### config.mk
export PLATFORM = sky130hd
export DESIGN_NAME = id_ex_operand_stage
export DESIGN_NICKNAME = d
export VERILOG_FILES = /design/src/rtl/id_ex_operand_stage.sv
export SDC_FILE = /design/constraint.sdc
export NUM_CORES = 1
export LEC_CHECK = 0
export ABC_AREA = 1
export CAP_MARGIN = 10
export CELL_PAD_IN_SITES_DETAIL_PLACEMENT = 1
export CELL_PAD_IN_SITES_GLOBAL_PLACEMENT = 2
export CORE_MARGIN = 4
export CORE_UTILIZATION = 24
export CTS_BUF_LIST = sky130_fd_sc_hd__clkbuf_8
export DETAILED_ROUTE_END_ITERATION = 12
export PLACE_DENSITY_LB_ADDON = 0.08
export SLEW_MARGIN = 20
export SYNTH_ARGS = -nofsm -noshare
export SYNTH_HDL_FRONTEND = slang
export SYNTH_SLANG_ARGS = --single-unit
### constraint.sdc
create_clock -name clk -period 6.18 [get_ports clk]
set_input_delay 1.236 -clock clk [delete_from_list [all_inputs] [get_ports clk]]
set_output_delay 1.236 -clock clk [all_outputs]
set_load 0.005 [all_outputs]
### src/rtl/id_ex_operand_stage.sv
// ID/EX pipeline register with EX/MEM and MEM/WB operand forwarding, load-use stall
// detection with bubble insertion, branch flush, and a saturating stall-cycle counter.
module id_ex_operand_stage #(
  parameter int unsigned DATA_W   = 32,
  parameter int unsigned REG_AW   = 5,
  parameter int unsigned STALL_CW = 16
) (
  input  logic                clk,
  input  logic                rst,
  input  logic                id_valid,
  input  logic [REG_AW-1:0]   id_rs,
  input  logic [REG_AW-1:0]   id_rt,
  input  logic [REG_AW-1:0]   id_rd,
  input  logic [DATA_W-1:0]   id_rdata1,
  input  logic [DATA_W-1:0]   id_rdata2,
  input  logic [DATA_W-1:0]   id_imm,
  input  logic                id_alusrc,
  input  logic                id_uses_rt,
  input  logic [3:0]          id_aluop,
  input  logic                id_regwrite,
  input  logic                id_memread,
  input  logic                id_memwrite,
  input  logic                flush,
  input  logic                exmem_regwrite,
  input  logic [REG_AW-1:0]   exmem_rd,
  input  logic [DATA_W-1:0]   exmem_result,
  input  logic                memwb_regwrite,
  input  logic [REG_AW-1:0]   memwb_rd,
  input  logic [DATA_W-1:0]   memwb_result,
  output logic [DATA_W-1:0]   operand1,
  output logic [DATA_W-1:0]   operand2,
  output logic [3:0]          ALUOP,
  output logic                ex_valid,
  output logic                ex_regwrite,
  output logic                ex_memread,
  output logic                ex_memwrite,
  output logic [REG_AW-1:0]   ex_rd,
  output logic [DATA_W-1:0]   ex_store_data,
  output logic                stall,
  output logic [STALL_CW-1:0] stall_count
);

  logic                ex_valid_q, ex_valid_d;
  logic                ex_regwrite_q, ex_regwrite_d;
  logic                ex_memread_q, ex_memread_d;
  logic                ex_memwrite_q, ex_memwrite_d;
  logic                alusrc_q, alusrc_d;
  logic [3:0]          aluop_q, aluop_d;
  logic [REG_AW-1:0]   ex_rd_q, ex_rd_d;
  logic [REG_AW-1:0]   rs_q, rs_d;
  logic [REG_AW-1:0]   rt_q, rt_d;
  logic [DATA_W-1:0]   rdata1_q, rdata1_d;
  logic [DATA_W-1:0]   rdata2_q, rdata2_d;
  logic [DATA_W-1:0]   imm_q, imm_d;
  logic [STALL_CW-1:0] stall_count_q, stall_count_d;
  logic [DATA_W-1:0]   fwd_rs, fwd_rt;

  // Register 0 is hardwired, so a load targeting it can never create a hazard.
  always_comb begin
    stall = ex_valid_q & ex_memread_q & (ex_rd_q != '0) & id_valid & ~flush &
            ((ex_rd_q == id_rs) | (id_uses_rt & (ex_rd_q == id_rt)));
  end

  always_comb begin
    ex_valid_d    = ex_valid_q;
    ex_regwrite_d = ex_regwrite_q;
    ex_memread_d  = ex_memread_q;
    ex_memwrite_d = ex_memwrite_q;
    alusrc_d      = alusrc_q;
    aluop_d       = aluop_q;
    ex_rd_d       = ex_rd_q;
    rs_d          = rs_q;
    rt_d          = rt_q;
    rdata1_d      = rdata1_q;
    rdata2_d      = rdata2_q;
    imm_d         = imm_q;
    if (flush || stall) begin
      // Bubble: only control is cleared, data fields are don't-care.
      ex_valid_d    = 1'b0;
      ex_regwrite_d = 1'b0;
      ex_memread_d  = 1'b0;
      ex_memwrite_d = 1'b0;
      aluop_d       = 4'b0000;
    end else begin
      ex_valid_d    = id_valid;
      ex_regwrite_d = id_valid & id_regwrite;
      ex_memread_d  = id_valid & id_memread;
      ex_memwrite_d = id_valid & id_memwrite;
      aluop_d       = id_valid ? id_aluop : 4'b0000;
      alusrc_d      = id_alusrc;
      ex_rd_d       = id_rd;
      rs_d          = id_rs;
      rt_d          = id_rt;
      rdata1_d      = id_rdata1;
      rdata2_d      = id_rdata2;
      imm_d         = id_imm;
    end
  end

  always_comb begin
    stall_count_d = stall_count_q;
    if (stall && (stall_count_q != '1)) begin
      stall_count_d = stall_count_q + {{(STALL_CW-1){1'b0}}, 1'b1};
    end
  end

  always_ff @(posedge clk or posedge rst) begin
    if (rst) begin
      ex_valid_q    <= 1'b0;
      ex_regwrite_q <= 1'b0;
      ex_memread_q  <= 1'b0;
      ex_memwrite_q <= 1'b0;
      alusrc_q      <= 1'b0;
      aluop_q       <= 4'b0000;
      ex_rd_q       <= '0;
      rs_q          <= '0;
      rt_q          <= '0;
      rdata1_q      <= '0;
      rdata2_q      <= '0;
      imm_q         <= '0;
      stall_count_q <= '0;
    end else begin
      ex_valid_q    <= ex_valid_d;
      ex_regwrite_q <= ex_regwrite_d;
      ex_memread_q  <= ex_memread_d;
      ex_memwrite_q <= ex_memwrite_d;
      alusrc_q      <= alusrc_d;
      aluop_q       <= aluop_d;
      ex_rd_q       <= ex_rd_d;
      rs_q          <= rs_d;
      rt_q          <= rt_d;
      rdata1_q      <= rdata1_d;
      rdata2_q      <= rdata2_d;
      imm_q         <= imm_d;
      stall_count_q <= stall_count_d;
    end
  end

  // EX/MEM is the younger producer, so it takes priority over MEM/WB.
  always_comb begin
    fwd_rs = rdata1_q;
    if (exmem_regwrite && (exmem_rd != '0) && (exmem_rd == rs_q)) begin
      fwd_rs = exmem_result;
    end else if (memwb_regwrite && (memwb_rd != '0) && (memwb_rd == rs_q)) begin
      fwd_rs = memwb_result;
    end
  end

  always_comb begin
    fwd_rt = rdata2_q;
    if (exmem_regwrite && (exmem_rd != '0) && (exmem_rd == rt_q)) begin
      fwd_rt = exmem_result;
    end else if (memwb_regwrite && (memwb_rd != '0) && (memwb_rd == rt_q)) begin
      fwd_rt = memwb_result;
    end
  end

  assign operand1      = fwd_rs;
  assign operand2      = alusrc_q ? imm_q : fwd_rt;
  assign ex_store_data = fwd_rt;
  assign ALUOP         = aluop_q;
  assign ex_valid      = ex_valid_q;
  assign ex_regwrite   = ex_regwrite_q;
  assign ex_memread    = ex_memread_q;
  assign ex_memwrite   = ex_memwrite_q;
  assign ex_rd         = ex_rd_q;
  assign stall_count   = stall_count_q;

endmodule
==> results.yml <==
worst_setup_path:
  cp.depth: 9
  worstSetupStartpointType: "input pin"
  cpMostUsedCell: "clkdlybuf4s50_1"
  cp-endpoint: "operand1[25]"
  worst_ep_required_time_ns: 4.94
  cp-startpoint: "exmem_rd[2]"
  cp_slowest_cell: "clkdlybuf4s50_1"
  cp_top_family: "buffers and inverters"
  r2r_cells: 9
  crit_buf_inv: 3
  max_stage_delay_ns: 0.56
  cp_cell_sequence: "clkdlybuf4s50_1, nor2_1, nand2_1, o21ai_1, nor3_1, nand3_2, buf_12, o21ai_0, clkdlybuf4s50_1"
  regToRegStartpoint: "ex_rd[1]"
  arrival_ns: 4.01
  r2r_slack_ns: 3.10
  worstSetupEndpointType: "primary output"
  reg2reg_to: "rdata2_q[15]"
  setup.worst_path.class: "in2out"
  crit_fanout: 40
grt:
  grt_max_degree: 79
  use_met1: 0.272
  overflow: 0
  first_global_vias: 9889
  grt_busiest_layer: "met2"
  grt_use_met2: 0.346
  track_usage: 0.209
  grt_first_pass_wirelength_microns: 61700
  antenna_found_initial: 7
  grt.met3_usage: 0.0586
final_layout:
  area_growth_pct: 47.0
  num-fill-cells: 4339
  design_area_sq_um: 12500
  layout-drive-gt1-share: 0.0398
  finalNetCount: 1722
  final_util: 0.360
sta:
  grt_setup_unrepaired: "false"
  timing.fmax_mhz: 191
  slew_violations: 0
  final.min_clock_period_ns: 5.25
  fin_hold_ws_ns: 0.476
  finalHoldViolations: 0
  maxSlewHeadroom: 0.331
  fin_crit_sh: 0.849
  skew_ns: 0.0123
  worst_slew_pin_slew_ns: 1.00
  setup_slack_ns: 0.934
  fin_setup_tns_ns: 0
  setup_viol: 0
drt:
  drtAntennaViolNets: 0
  drtIter0Drc: 339
  drc: 0
  viasPerCell: 4.66
  routed_wl_microns: 40400
  via_count: 9286
  routedWlPerCell_microns: 20.3
  dr.pass1.iters: 4
pwr:
  leakagePower_nw: 5.98
  power.density_nw_per_um2: 207
  ir_drop_uv: 126
synthesis:
  syn_inst: 1246
  yosys-top-cells-area: "dfrtp_1 40%, nand2_1 18%, nand3_1 17%"
  ys_ff_latch: 136
  ys_types: 25
  synth_fp_nets: 1447
  avgSynthCellArea_sq_um: 6.85
  netlist.area_leader.share: 0.399
  netlist_area_sq_um: 8530
  yosysSeqAreaShare: 0.399
  yosys.area.top_type: "dfrtp_1"
  synth_warnings: 0
floorplan:
  dieArea_sq_um: 38600
  io_pins: 326
  core_area_sq_um: 34800
  die_h_microns: 197
  start_util: 0.245
  row_count: 68
  die_w_microns: 197
clocking:
  cts_tree: "yes"
  path_clk_slew_ns: 0.09
  cts_root_buf: "clkbuf_8"
  insertion_delay_ns: 0.49
  hold_buffers: 0
  cts_resized: 0
  cts_buffer_depth: 2
  numCtsBuffers: 17
  clkSinkCount: 136
  htreeDepth: 4
  cts_setup_buffers: 0
run:
  drv_cap: 0
placement:
  io_buffers: 325
  dp_hpwl_microns: 27700
  gp_congestion: 0.776
  placed_cell_area_sq_um: 12100
  post-place-ws_ns: 0.890
worst_hold_path:
  min_path_type: "reg2reg"
run_status:
  status: "finished, final reports clean"
[layout make-up]
type / instances / area (sq um) / share of cell area
well taps: 455 / 569 / 0.0454
clock inverters: 14 / 181 / 0.0145
repair buffers: 340 / 3380 / 0.269
diodes: 2 / 5.00 / 0.000399
inverters: 130 / 495 / 0.0395
flip-flops and latches: 136 / 3400 / 0.272
clock buffers: 18 / 248 / 0.0198
multi-input cells: 896 / 4260 / 0.339
[through the flow]
step           power (mW)  std cells
2_1_floorplan        1.32       1246
3_3_place_gp         1.77       1957
3_5_place_dp         1.77       1957
4_1_cts              2.65       1989
5_1_grt              2.75       1989
6_report             2.59       1991
[routing by layer]
layer  share of wire  vias to the layer above
li1                -                     4529
met1            0.44                     4457
met5          0.0021                        -
met2            0.48                      237
met3           0.064                       49
met4           0.013                       14
[cell families (layout without fill, tap and decap cells)]
family          Yosys count  in the layout  share of synthesized area
other cells               0              2                          0
simple gates            803            803                      0.419
fa+ha+maj                 1              1                    0.00147
compound gates           53             53                     0.0311
buf+inv                 214            502                      0.109
flops                   136            136                      0.399
xor+xnor                 39             39                     0.0400
[tightest hold or removal path, stage by stage, from the launching register on]
cell and delay, ns:
dfrtp_1 0.35, nand2_1 0.05, nand2_1 0.05
[Yosys cell counts]
| library cell | instances |
|---|---|
| nor2_1 | 33 |
| dfrtp_1 | 136 |
| o21ai_1 | 8 |
| nand4_1 | 35 |
| inv_1 | 130 |
| buf_2 | 29 |
| nor2_2 | 2 |
| nor3_1 | 4 |
| or2_0 | 1 |
| nand3_1 | 288 |
| nand2_2 | 2 |
| and2_1 | 32 |
| xor2_1 | 21 |
| buf_6 | 11 |
| ha_1 | 1 |
| nand2_1 | 403 |
| clkbuf_1 | 33 |
| o21ai_0 | 43 |
| buf_4 | 2 |
| clkbuf_2 | 1 |
| a21oi_1 | 2 |
| nand3b_1 | 1 |
| buf_1 | 8 |
| nor3_2 | 2 |
| xnor2_1 | 18 |
[registers in the layout (all words and copies together) (netlist names)]
name	flops
imm_q	32
rdata2_q	32
stall_count	16
rt_q	5
ex_regwrite	1
ex_memwrite	1
ex_rd	5
ex_memread	1
ALUOP	4
ex_valid	1
rs_q	5
alusrc_q	1
rdata1_q	32
[cells in the final DEF (no fill, tap or decap), drive strengths merged, types with 18 or more instances in the layout]
cell	count
nand2	405
clkdlybuf4s50	325
nand3	288
dfrtp	136
inv	130
o21ai	51
nand4	35
nor2	35
and2	32
xor2	21
xnor2	18
clkbuf	18
[how the worst min path moves through the flow]
stage,slack [ns],to,from,cells after the start
global placement,0.45,rdata1_q[21],rdata1_q[21],2
CTS,0.48,imm_q[2],imm_q[2],2
floorplan,0.44,imm_q[0],imm_q[0],2
detailed placement,0.46,imm_q[12],imm_q[12],2
finish,0.48,rdata1_q[8],rdata1_q[8],2
global route,0.50,imm_q[25],imm_q[25],2
[power by group]
group	internal, mW	switching (mW)
Clock	0.445	0.401
Combinational	0.371	0.364
Sequential	0.956	0.0553
Total	1.77	0.820
(Power assumes the default switching activity.)
